<file path="config.mk">
export PLATFORM = sky130hd
export DESIGN_NAME = encode_align_ctrl
export DESIGN_NICKNAME = d
export VERILOG_FILES = /design/src/rtl/encode_align_ctrl.sv
export SDC_FILE = /design/constraint.sdc
export NUM_CORES = 1
export LEC_CHECK = 0
export CORE_MARGIN = 2
export CORE_UTILIZATION = 40
export DETAILED_ROUTE_END_ITERATION = 7
export HOLD_SLACK_MARGIN = 0.15
export PLACE_DENSITY_LB_ADDON = 0.3
export SETUP_SLACK_MARGIN = 0.1
export SKIP_LAST_GASP = 1
export SYNTH_ARGS = -nofsm -noshare
export SYNTH_HDL_FRONTEND = slang
export SYNTH_SLANG_ARGS = --single-unit
</file>
<file path="constraint.sdc">
create_clock -name clk_i -period 3.9 [get_ports clk_i]
set_input_delay 0.975 -clock clk_i [delete_from_list [all_inputs] [get_ports clk_i]]
set_output_delay 0.975 -clock clk_i [all_outputs]
set_load 0.05 [all_outputs]
</file>
<file path="src/rtl/encode_align_ctrl.sv">
// -----------------------------------------------------------------------------
// encode_align_ctrl
//
// Sequencer for the encoder-alignment datapath. It checks a signed align offset
// and applies it. It pulses the align FIFO reset, waits for the datapath to
// settle, and then gates scan_en into the datapath for each scan request. While
// scanning it counts aligned encoder samples. A scan stops when the sample
// length is reached, when the request drops, or when the watchdog expires. After
// every stop the block re-aligns automatically with the same offset.
//
// Parameters
//   FIFO_DEPTH   align FIFO depth; the most negative legal offset is -(FIFO_DEPTH-1)
//   RST_CYC      cycles align_rst_o is held high per reset sequence (>=1)
//   SETTLE_CYC   cycles waited after align_rst_o falls before ARMED (>=1)
//   TIMEOUT_CYC  SCAN cycles without encode_en_i before a timeout stop; 0 disables it
//
// Ports
//   clk_i            in   system clock
//   rst_n_i          in   asynchronous active-low reset
//   cfg_wr_i         in   one-cycle strobe: new offset on cfg_align_set_i
//   cfg_align_set_i  in   signed offset (>=0 delay, <0 prefill depth)
//   scan_req_i       in   level scan request
//   scan_len_i       in   samples per scan, latched on SCAN entry; 0 = unlimited
//   encode_en_i      in   aligned sample valid from the datapath
//   err_clr_i        in   clears the sticky error flags
//   align_rst_o      out  align FIFO/datapath reset
//   align_set_o      out  applied offset
//   scan_en_o        out  scan enable to the datapath
//   ready_o          out  high in ARMED
//   busy_o           out  high in RST, SETTLE, SCAN, STOP
//   done_o           out  one-cycle pulse on STOP entry
//   stop_reason_o    out  last stop cause: 0 none, 1 req drop, 2 length, 3 timeout
//   sample_cnt_o     out  samples in the current/last scan, saturating
//   cfg_err_o        out  sticky: offset write rejected
//   timeout_err_o    out  sticky: watchdog expired
// -----------------------------------------------------------------------------
module encode_align_ctrl #(
  parameter int unsigned FIFO_DEPTH  = 8192,
  parameter int unsigned RST_CYC     = 4,
  parameter int unsigned SETTLE_CYC  = 16,
  parameter int unsigned TIMEOUT_CYC = 65535
) (
  input  logic        clk_i,
  input  logic        rst_n_i,
  input  logic        cfg_wr_i,
  input  logic [31:0] cfg_align_set_i,
  input  logic        scan_req_i,
  input  logic [31:0] scan_len_i,
  input  logic        encode_en_i,
  input  logic        err_clr_i,
  output logic        align_rst_o,
  output logic [31:0] align_set_o,
  output logic        scan_en_o,
  output logic        ready_o,
  output logic        busy_o,
  output logic        done_o,
  output logic [1:0]  stop_reason_o,
  output logic [31:0] sample_cnt_o,
  output logic        cfg_err_o,
  output logic        timeout_err_o
);

  typedef enum logic [2:0] {
    S_IDLE, S_RST, S_SETTLE, S_ARMED, S_SCAN, S_STOP
  } state_t;

  localparam logic [1:0] STOP_NONE    = 2'd0;
  localparam logic [1:0] STOP_DROP    = 2'd1;
  localparam logic [1:0] STOP_LEN     = 2'd2;
  localparam logic [1:0] STOP_TIMEOUT = 2'd3;

  // One phase counter serves both RST and SETTLE. It runs 0..N-1.
  localparam int unsigned PH_MAX = (RST_CYC > SETTLE_CYC) ? RST_CYC : SETTLE_CYC;
  localparam int          PH_W   = (PH_MAX > 1) ? $clog2(PH_MAX) : 1;
  localparam logic [PH_W-1:0] RST_LAST    = PH_W'(RST_CYC - 1);
  localparam logic [PH_W-1:0] SETTLE_LAST = PH_W'(SETTLE_CYC - 1);

  localparam logic signed [31:0] OFF_MAX = 32'sd16383;
  localparam logic signed [31:0] OFF_MIN = 32'sd1 - $signed(32'(FIFO_DEPTH));
  localparam logic [31:0]        WD_LAST = 32'(TIMEOUT_CYC - 1);

  state_t          state;
  logic [PH_W-1:0] ph_cnt;
  logic [31:0]     scan_len_q;
  logic [31:0]     wd_q;
  logic            scan_req_d;

  logic signed [31:0] off;
  logic               off_legal;
  logic [31:0]        cnt_inc;
  logic [31:0]        cnt_nxt;
  logic               hit_len;
  logic               hit_to;
  logic               cfg_open;

  assign off       = $signed(cfg_align_set_i);
  assign off_legal = off[31] ? (off >= OFF_MIN) : (off <= OFF_MAX);
  assign cfg_open  = (state == S_IDLE) || (state == S_ARMED);

  // The length check uses the count after this edge's increment. A scan of
  // length N therefore stops on the very edge that takes the Nth sample.
  assign cnt_inc = (sample_cnt_o == '1) ? sample_cnt_o : sample_cnt_o + 32'd1;
  assign cnt_nxt = encode_en_i ? cnt_inc : sample_cnt_o;
  assign hit_len = (scan_len_q != 32'd0) && (cnt_nxt == scan_len_q);
  assign hit_to  = (TIMEOUT_CYC != 0) && (wd_q == WD_LAST);

  // NOTE: every register, the config copies included, gets the asynchronous
  // reset. After reset the block sits idle and needs a fresh cfg_wr_i.
  always_ff @(posedge clk_i or negedge rst_n_i) begin
    if (!rst_n_i) begin
      state         <= S_IDLE;
      ph_cnt        <= '0;
      scan_len_q    <= '0;
      wd_q          <= '0;
      scan_req_d    <= 1'b0;
      align_rst_o   <= 1'b0;
      align_set_o   <= '0;
      scan_en_o     <= 1'b0;
      ready_o       <= 1'b0;
      busy_o        <= 1'b0;
      done_o        <= 1'b0;
      stop_reason_o <= STOP_NONE;
      sample_cnt_o  <= '0;
      cfg_err_o     <= 1'b0;
      timeout_err_o <= 1'b0;
    end else begin
      // NOTE: non-blocking assignments, where the last one wins. A clear written
      // here is overridden by any error set later in the same cycle.
      scan_req_d <= scan_req_i;
      done_o     <= 1'b0;
      if (err_clr_i) begin
        cfg_err_o     <= 1'b0;
        timeout_err_o <= 1'b0;
      end
      if (cfg_wr_i && !cfg_open) cfg_err_o <= 1'b1;

      case (state)
        S_IDLE, S_ARMED: begin
          if (cfg_wr_i) begin
            if (off_legal) begin
              align_set_o <= cfg_align_set_i;
              align_rst_o <= 1'b1;
              ready_o     <= 1'b0;
              busy_o      <= 1'b1;
              ph_cnt      <= '0;
              state       <= S_RST;
            end else begin
              cfg_err_o <= 1'b1;
            end
          end else if (state == S_ARMED && scan_req_i && !scan_req_d) begin
            // scan_req_d follows the request in every state. A request held
            // through RST/SETTLE therefore does not count as a rising edge.
            scan_en_o     <= 1'b1;
            ready_o       <= 1'b0;
            busy_o        <= 1'b1;
            sample_cnt_o  <= '0;
            scan_len_q    <= scan_len_i;
            wd_q          <= '0;
            stop_reason_o <= STOP_NONE;
            state         <= S_SCAN;
          end
        end

        S_RST: begin
          if (ph_cnt == RST_LAST) begin
            align_rst_o <= 1'b0;
            ph_cnt      <= '0;
            state       <= S_SETTLE;
          end else begin
            ph_cnt <= ph_cnt + PH_W'(1);
          end
        end

        S_SETTLE: begin
          if (ph_cnt == SETTLE_LAST) begin
            ready_o <= 1'b1;
            busy_o  <= 1'b0;
            ph_cnt  <= '0;
            state   <= S_ARMED;
          end else begin
            ph_cnt <= ph_cnt + PH_W'(1);
          end
        end

        S_SCAN: begin
          sample_cnt_o <= cnt_nxt;
          wd_q         <= encode_en_i ? 32'd0 : wd_q + 32'd1;
          if (hit_len || !scan_req_i || hit_to) begin
            scan_en_o <= 1'b0;
            done_o    <= 1'b1;
            state     <= S_STOP;
            if (hit_len) begin
              stop_reason_o <= STOP_LEN;
            end else if (!scan_req_i) begin
              stop_reason_o <= STOP_DROP;
            end else begin
              stop_reason_o <= STOP_TIMEOUT;
              timeout_err_o <= 1'b1;
            end
          end
        end

        S_STOP: begin
          // Re-align automatically with the offset already applied.
          align_rst_o <= 1'b1;
          ph_cnt      <= '0;
          state       <= S_RST;
        end

        default: state <= S_IDLE;
      endcase
    end
  end

endmodule

</file>
Word level (Yosys, flattened, before mapping)

Index checks and enable logic that the tools add are counted.

$add $sub $neg: 3
Magnitude comparators: 2
Eq/ne operators: 19
Mux-type cells: 54
Bitwise gates (word level): 1
Reductions and logical operators: 25

Operator list:

| cell                  | number |
|---|---|
| $mux 32               | 5 |
| $pmux 32 s2           | 2 |
| $add 32x1->32 const B | 2 |
| $eq 32x16->1 const B  | 1 |
| $eq 32x32->1          | 1 |
| $eq 32x32->1 const B  | 1 |
| $ge 32x14->1 const B  | 1 |
| $le 32x15->1 const B  | 1 |
| $reduce_bool 32->1    | 1 |
| $mux 1                | 25 |
| $mux 3                | 6 |
| $mux 4                | 4 |
| $pmux 4 s4            | 1 |
| $pmux 3 s5            | 1 |
| $ne 2x2->1 const B    | 7 |
| $reduce_and 3->1      | 4 |
| $reduce_and 4->1      | 3 |
| $mux 2                | 5 |
| $eq 3x2->1 const B    | 2 |
| $eq 3x3->1 const B    | 2 |
| $ne 3x3->1 const B    | 2 |
| $pmux 1 s2            | 3 |
| $reduce_and 5->1      | 1 |
| $add 4x1->4 const B   | 1 |
| 14 further kinds      | 22 |

Register bits after elaboration: 145
Input bits: 70
Output and inout bits: 73
Word-level logic and storage cells: 119

Logic depth before layout (Yosys ltp)

Gate-level depths: netlist of the first run.

Depth in word-level cells: 9
Mapped depth: 11
Gate-level depth less buffers: 10

Least setup slack after synthesis of the first run

Ideal clock, no wire load.

Kind: input port to flip-flop
From: input cfg_align_set_i[15]
To: register align_set_o[10]
Setup time: 125 ps
Arrival time: 3,114 ps
Data required time: 3,775 ps
Slack: 661 ps
Stages on the path: 8
Path buffers: 2
Cells stage by stage: or4_1 > nor4_1 > or2_2 > and4b_1 > and2_1 > clkbuf_1 > clkbuf_1 > mux2_2

Cells in the longest elaborated chain, start to end: 3
Elaborated cells between the ends (all ways): 4
Those cells by class: order compare (2); mux (1); reduce/logical (1)

RTL lines:

| item                                         | line | source |
|---|---|---|
| start, declared                              | 46   | `input logic [31:0] cfg_align_set_i,` |
| $le 32x15->1 or $ge 32x14->1 (tied branches) | 97   | `assign off_legal = off[31] ? (off >= OFF_MIN) : (off <= OFF_MAX);` |
| $mux 1 (*)                                   | 97   |  |
| $reduce_and 3->1 (no line) (*)               | -    |  |
| end signal, assigned                         | 141  | `align_set_o <= cfg_align_set_i;` |
| end, declared                                | 52   | `output logic [31:0] align_set_o,` |

Mark *: on every way between the ends. The rest lies on a longest branch, timed or not.
A chain may end at the register's enable or synchronous reset.

Final worst setup path of the first run

From: register sample_cnt_o[31]
To: register stop_reason_o[0]

Cells in the longest elaborated chain, start to end: 9
Elaborated cells between the ends (all ways): 13
Those cells by class: add/sub (1); eq/ne (3); mux (5); reduce/logical (4)

RTL lines:

| item                                          | line | source |
|---|---|---|
| start, declared                               | 58   | `output logic [31:0] sample_cnt_o,` |
| start signal, assigned                        | 186  | `sample_cnt_o <= cnt_nxt;` |
| $add 32x1->32 or $eq 32x32->1 (tied branches) | 102  | `assign cnt_inc = (sample_cnt_o == '1) ? sample_cnt_o : sample_cnt_o + 32'd1;` |
| $mux 32                                       | 102  |  |
| $mux 32 (*)                                   | 103  | `assign cnt_nxt = encode_en_i ? cnt_inc : sample_cnt_o;` |
| $eq 32x32->1 (*)                              | 104  | `assign hit_len = (scan_len_q != 32'd0) && (cnt_nxt == scan_len_q);` |
| $logic_and 1x1->1 (*)                         | 104  |  |
| $logic_or 1x1->1 (2 in series)                | 188  | `if (hit_len \|\| !scan_req_i \|\| hit_to) begin` |
| $ne 2x2->1 (no line)                          | -    |  |
| $reduce_and 4->1 (no line)                    | -    |  |
| end signal, assigned                          | 193  | `stop_reason_o <= STOP_LEN;` |
| end signal, assigned                          | 195  | `stop_reason_o <= STOP_DROP;` |
| end signal, assigned                          | 197  | `stop_reason_o <= STOP_TIMEOUT;` |
| end, declared                                 | 57   | `output logic [1:0] stop_reason_o,` |

Mark *: on every way between the ends. The rest lies on a longest branch, timed or not. The select of a mux whose other input is x is not followed.

==> results by group, run 1 <==
Status
  • Status: complete, no violations

STA
  • Clock Skews: 0.00956 ns
  • Final worst path period share: between 80 and 90%
  • Slew @ Worst Pin: ~0.8 ns
  • Final Critical Period: 3.49 ns
  • RSZ-0062 raised after global routing: no
  • Slew HR: between 40% and 50%
  • Hold Fails Final Rpt: 0
  • Fmax: 0.287 GHz
  • Setup TNS: 0 ns
  • Final Max Slew Viols: 0
  • Final setup viols: 0
  • WHS: 0.486 ns

Place
  • Placed Cells: 1343
  • Routability cong.: 0.943
  • Dpl hpwl: between 15000 and 20000 um
  • Port bufs: around 140

Synth
  • Async SR Flop Fraction: 100%
  • Primary FF master, synth: dfrtp_1
  • Unique cell type count in the Yosys netlist: 74
  • YS warnings: 0
  • Dominant cell type by area after synthesis: dfrtp_1
  • Number of synthesized register bits: 145
  • Number of synthesized flops with an enable pin: 0
  • Mapped Area: 8190 um^2
  • Post-Syn Nets: 1014
  • Area share of the largest cell type after synthesis: 44.3%
  • Post-synthesis sequential area ratio: between 40 and 50%
  • Synthesized netlist cell count: 940
  • Top area cells in the synthesized netlist: dfrtp_1, nand2_1, o21ai_0, xnor2_1, xor2_1
  • Syn Area/Cell: a little under 9 um^2

Route
  • DR pass1 iterations: 5
  • Routed Antenna Nets: 0
  • Wire per inst: ~18 um
  • Via Count: 7639
  • DRC: 0
  • Vias per cell: 5.56
  • Routed WL: between 20000 and 25000 um
  • Initial DRC Count: 596

Finish
  • Register area: roughly 3600 um^2
  • Final Util: 52.9%
  • Commonest non-fill, non-tap cell in the layout: nand2_1
  • Area of the multi-input gates: 4200 um^2
  • Area Growth Syn to Fin: 30.3%
  • Nets: between 1000 and 1500
  • ANT cells: 0
  • Layout Cells excl Fill: 1375
  • Most frequent cells in the layout: nand2_1, dfrtp_1, clkdlybuf4s50_1
  • Share of post-route cells with drive strength above 1: roughly a tenth
  • # fillers: 1878

Floorplanning
  • Core Box Area: 20200 um^2
  • Starting density of the core: 40.6%
  • Die span in x: 147 um
  • Die height: 147 um
  • # rows: 52
  • Top Ports: about 140
  • Die footprint: around 22000 um^2

Global route
  • Antenna violations before repair: 0
  • GRT Total Usage: 23.4%
  • First-pass GRT wire length: 39800 um
  • Total congestion overflow: 0
  • Vias in the first global route: 7251
  • Largest net degree at the start of global routing: 89

Clocking
  • Worst-path clk slew: around 0.070 ns
  • Root buf cell: clkbuf_16
  • Post-cts repair resize count: 0
  • Clock Path Buffers: 2
  • CTS H-tree lvls: 4
  • Cts hold-fix bufs: 0
  • Inserted Clock Buffers: 17
  • CTS tree: yes
  • Post-CTS setup buffers: 0
  • Later-pin clock latency in the skew report: 0.43 ns
  • Clock net sink count: 145

Worst setup path
  • CP endpoint kind: flip-flop
  • Worst setup SP type: flip-flop
  • Crit path DAT: ~3.8 ns
  • Crit Reg-Reg Endpoint: stop_reason_o[0]$_DFFE_PN0P_
  • R2R depth: 9
  • Crit path max fanout: 7
  • Minimum setup slack among reg-to-reg paths: between 0.4 and 0.5 ns
  • Crit path kind: reg -> reg
  • CP Data Required Time: 4.22 ns
  • Worst r2r src: sample_cnt_o[31]$_DFFE_PN0P_

Power
  • PD cells: between 400 and 500 nW/um^2
  • Peak supply drop: around 0.00035 V
  • Leak: 4.57 nW

Worst hold path
  • Min-delay worst type: reg -> reg
  • Number of cells on the worst hold path: 2
  • Hold wc startpoint: ready_o$_DFFE_PN0P_
  • Hold EP: ready_o$_DFFE_PN0P_

Flow run
  • Max-cap viol count: 0
## Yosys cell counts (all sizes together) (6+ instances only)
library cell,count
nand2,176
dfrtp,145
o21ai,100
nor2,55
xnor2,38
nand3,37
a21oi,33
clkbuf,33
nand4,33
nor4,33
inv,30
xor2,25
buf,23
nor3,22
and3,19
mux2,15
o31ai,14
and4,9
a31oi,7
o211ai,7
or3,6
or4,6
## final cells by class
| cell class | instances | area share (%) |
|---|---|---|
| clock buffers | 17 | 3.99 |
| clock inverters | 15 | 1.53 |
| inverters | 30 | 1.06 |
| multi-input cells | 709 | 39.4 |
| flip-flops and latches | 145 | 34.0 |
| well taps | 270 | 3.17 |
| repair buffers | 189 | 16.9 |
## worst max-delay path by stage
stage	from	to	slack, ns	cells after the start
finish	sample_cnt_o[31]$_DFFE_PN0P_	stop_reason_o[0]$_DFFE_PN0P_	0.41	9
global route	encode_en_i	stop_reason_o[0]$_DFFE_PN0P_	0.27	10
CTS	encode_en_i	stop_reason_o[0]$_DFFE_PN0P_	0.52	10
detailed placement	encode_en_i	stop_reason_o[0]$_DFFE_PN0P_	0.09	10
global placement	encode_en_i	stop_reason_o[0]$_DFFE_PN0P_	0.22	10
floorplan	cfg_align_set_i[15]	align_set_o[10]$_DFFE_PN0P_	0.66	8
## report_power, final
part,switching [mW],leakage (nW),internal [mW]
sequential,0.312,1.87,1.73
combinational,0.739,2.42,0.578
clock,0.754,0.285,0.910
total,1.80,4.57,3.22
## through the flow
step	power, mW	setup slack (ns)	area [um^2]
after global placement	3.36	0.217	10100
after floorplan	2.88	0.661	8190
after CTS	5.04	0.523	10700
final	5.03	0.413	10700
after global routing	5.28	0.267	10700
after detailed placement	3.37	0.0873	10100
## cell families (layout without fill, tap and decap cells)
logic type / count (synthesis) / count (layout) / share of synthesized area [%]
AND/OR/NAND/NOR: 421 / 421 / 26.3
multiplexers: 19 / 19 / 2.55
flip-flops: 145 / 145 / 44.3
buffers and inverters: 86 / 251 / 4.42
adder cells (fa/ha/maj): 4 / 4 / 0.611
AO/OA/AOI/OAI: 202 / 202 / 15.1
XOR/XNOR: 63 / 63 / 6.74
## worst max-delay path, cell delays in order, from the launching register on
cell and delay (ns):
dfrtp_1 0.49, nand4_1 0.38, nor4_4 0.44, a21oi_1 0.23
or3b_1 0.40, a311oi_1 0.52, and4b_1 0.29, nand4_1 0.20
or2_1 0.29, o2111a_1 0.14
## flip-flops by register name, indices dropped and copies added, names as in the netlist
| register | flops |
|---|---|
| sample_cnt_o | 32 |
| wd_q | 32 |
| timeout_err_o | 1 |
| ready_o | 1 |
| scan_en_o | 1 |
| busy_o | 1 |
| scan_len_q | 32 |
| ph_cnt | 4 |
| scan_req_d | 1 |
| align_rst_o | 1 |
| stop_reason_o | 2 |
| done_o | 1 |
| cfg_err_o | 1 |
| state | 3 |
| align_set_o | 32 |
## metal layers
metal  up-vias  share of wire (%)  GRT usage, %
li1       3659                  -             -
met1      3680                 46          32.8
met2       268                 45          35.3
met3        32                7.6          6.68
met4         0                1.8          6.78
met5         -                  0             0
Note: power is estimated with default switching activity, not from simulation.
==> inputs of run 2 (changes only) <==
- MAX_ROUTING_LAYER: default -> met4
- SETUP_SLACK_MARGIN: 0.1 -> default
==> run 2 against run 1 <==
Compared with the run above: final cell count about the same; die area unchanged; fmax down 2.6%; worst setup slack worse by 0.093 ns; sequential cell count unchanged; clock power up 4%; routed wire length up 1.1%; critical path depth unchanged; critical path type unchanged; largest power group unchanged; highest routed layer unchanged.
==> results by group, run 2 (synthesis results as in run 1) <==
STA
  • Final Critical Period: 3.58 ns (was 3.49 ns)
  • Slew HR: 52.8% (was 45.6%)
  • Fmax: 0.279 GHz (was 0.287 GHz)
  • Slew @ Worst Pin: 0.709 ns (was 0.816 ns)
  • Clock Skews: 0.0148 ns (was 0.00956 ns)
  • Setup TNS: 0 ns (unchanged)
  • Final setup viols: 0 (unchanged)
  • Final Max Slew Viols: 0 (unchanged)
  • Hold Fails Final Rpt: 0 (unchanged)
  • RSZ-0062 raised after global routing: no (unchanged)
  • Final worst path period share: 91.8% (was 89.4%)

Floorplanning
  • Starting density of the core: 40.6% (unchanged)
  • Die height: 147 um (unchanged)
  • Die span in x: 147 um (unchanged)
  • Die footprint: 21600 um^2 (unchanged)
  • # rows: 52 (unchanged)
  • Core Box Area: 20200 um^2 (unchanged)
  • Top Ports: 143 (unchanged)

Finish
  • Most frequent cells in the layout: nand2_1, dfrtp_1, clkdlybuf4s50_1 (unchanged)
  • Share of post-route cells with drive strength above 1: 10.2% (was 10.3%)
  • ANT cells: 0 (unchanged)
  • Commonest non-fill, non-tap cell in the layout: nand2_1 (unchanged)
  • # fillers: 1887 (was 1878)
  • Nets: 1165 (was 1166)
  • Layout Cells excl Fill: 1374 (was 1375)
  • Area Growth Syn to Fin: 30.5% (was 30.3%)

Worst setup path
  • Crit path kind: reg -> reg (unchanged)
  • R2R depth: 9 (unchanged)
  • Worst r2r src: sample_cnt_o[14]$_DFFE_PN0P_ (was sample_cnt_o[31]$_DFFE_PN0P_)
  • Crit path DAT: 3.90 ns (was 3.81 ns)
  • CP Data Required Time: 4.22 ns (about the same)
  • Worst setup SP type: flip-flop (unchanged)
  • Crit path max fanout: 10 (was 7)
  • Slowest cell on crit path: or4_1 (was a311oi_1)
  • Max incr delay on CP: 0.71 ns (was 0.52 ns)
  • Worst path cell trace: nand4_2 -> or4_1 -> a2111oi_1 -> mux2i_1 -> a31oi_1 -> nor4_1 -> nand4_1 -> or2_1 -> o2111a_1 (was nand4_1 -> nor4_4 -> a21oi_1 -> or3b_1 -> a311oi_1 -> and4b_1 -> nand4_1 -> or2_1 -> o2111a_1)
  • CP endpoint kind: flip-flop (unchanged)
  • Crit Reg-Reg Endpoint: stop_reason_o[0]$_DFFE_PN0P_ (unchanged)
  • Minimum setup slack among reg-to-reg paths: 0.32 ns (was 0.41 ns)

Worst hold path
  • Min-delay worst type: reg -> reg (unchanged)
  • Hold EP: ready_o$_DFFE_PN0P_ (unchanged)
  • Number of cells on the worst hold path: 2 (unchanged)
  • Hold wc startpoint: ready_o$_DFFE_PN0P_ (unchanged)

Clocking
  • Post-CTS setup buffers: 0 (unchanged)
  • Clock net sink count: 145 (unchanged)
  • CTS tree: yes (unchanged)
  • Clock Path Buffers: 2 (unchanged)
  • Cts hold-fix bufs: 0 (unchanged)
  • Worst-path clk slew: 0.06 ns (was 0.07 ns)
  • Post-cts repair resize count: 0 (unchanged)
  • Inserted Clock Buffers: 17 (unchanged)
  • CTS H-tree lvls: 4 (unchanged)
  • Later-pin clock latency in the skew report: 0.43 ns (about the same)
  • Root buf cell: clkbuf_16 (unchanged)

Global route
  • Vias in the first global route: 7419 (was 7251)
  • Largest net degree at the start of global routing: 77 (was 89)
  • GRT Total Usage: 24.4% (was 23.4%)
  • Antenna violations before repair: 0 (unchanged)
  • Total congestion overflow: 0 (unchanged)
  • First-pass GRT wire length: 40400 um (was 39800 um)

Route
  • Initial DRC Count: 582 (was 596)
  • DRC: 0 (unchanged)
  • Routed WL: 25000 um (was 24800 um)
  • Wire per inst: 18.2 um (was 18.0 um)
  • Vias per cell: 5.59 (was 5.56)
  • Routed Antenna Nets: 0 (unchanged)
  • Via Count: 7678 (was 7639)
  • DR pass1 iterations: 5 (unchanged)

Flow run
  • Max-cap viol count: 0 (unchanged)

Place
  • Port bufs: 142 (unchanged)
  • Placed Cells: 1342 (was 1343)
  • Dpl hpwl: 18100 um (was 17700 um)
  • Routability cong.: 0.930 (was 0.943)

Power
  • Leak: 4.59 nW (was 4.57 nW)
  • PD cells: 476 nW/um^2 (was 471 nW/um^2)
  • Peak supply drop: 0.000357 V (was 0.000354 V)
  • Power Total: 5.08 mW (was 5.03 mW)

Status
  • Status: complete, no violations (unchanged)
[run 2: cell count changes in the layout (fill, tap and decap cells not counted), sizes merged]
| cell | change |
|---|---|
| inv | +1 |
| buf | -1 |
| bufinv | +1 |
| clkinvlp | -2 |
[run 2: where the power goes]
part,leakage [nW],switching (mW),internal (mW)
Combinational,2.42,0.728,0.578
Sequential,1.87,0.311,1.73
Clock,0.305,0.753,0.978
[run 2: worst max path at each step]
stage                            startpoint                      endpoint
2_1_floorplan           cfg_align_set_i[15]   align_set_o[10]$_DFFE_PN0P_
3_3_place_gp                    encode_en_i  stop_reason_o[0]$_DFFE_PN0P_
3_5_place_dp                    encode_en_i  stop_reason_o[0]$_DFFE_PN0P_
4_1_cts        sample_cnt_o[14]$_DFFE_PN0P_  stop_reason_o[0]$_DFFE_PN0P_
5_1_grt        sample_cnt_o[14]$_DFFE_PN0P_  stop_reason_o[0]$_DFFE_PN0P_
6_report       sample_cnt_o[14]$_DFFE_PN0P_  stop_reason_o[0]$_DFFE_PN0P_
[run 2: per-layer routing]
layer  vias up  track usage [%]  share of wire, %
met3        41             5.22               7.2
met2       286             36.1                45
met1      3687             33.9                46
met4         0             7.12               1.7
met5         -                -                 0
li1       3664                -                 -
[run 2: through the flow]
| stage | util (%) | hold slack [ns] | instance area [um^2] | setup WS, ns |
|---|---|---|---|---|
| final | 53.0 | 0.479 | 10700 | 0.319 |
| after global routing | 53.0 | 0.519 | 10700 | 0.0896 |
| after CTS | 53.0 | 0.490 | 10700 | 0.408 |
| after detailed placement | 49.9 | 0.473 | 10100 | 0.0879 |
| after global placement | 49.9 | 0.471 | 10100 | 0.180 |
| after floorplan | - | 0.451 | 8190 | 0.661 |
[run 2: final cells by class]
class | instances | area, um^2 | area share (%)
tap | 270 | 338 | 3.16
multi-input combinational | 709 | 4200 | 39.3
inverter | 30 | 113 | 1.05
sequential | 145 | 3630 | 34.0
clock buffer | 17 | 425 | 3.98
timing repair buffer | 188 | 1790 | 16.8
clock inverter | 15 | 186 | 1.75
[run 2: critical path: cells and delay by family (launching register included)]
| kind | cells | cell delay, ns |
|---|---|---|
| and+or+nand+nor | 5 | 1.88 |
| DFF | 1 | 0.56 |
| AOI/OAI and AO/OA | 3 | 0.78 |
| muxes | 1 | 0.25 |
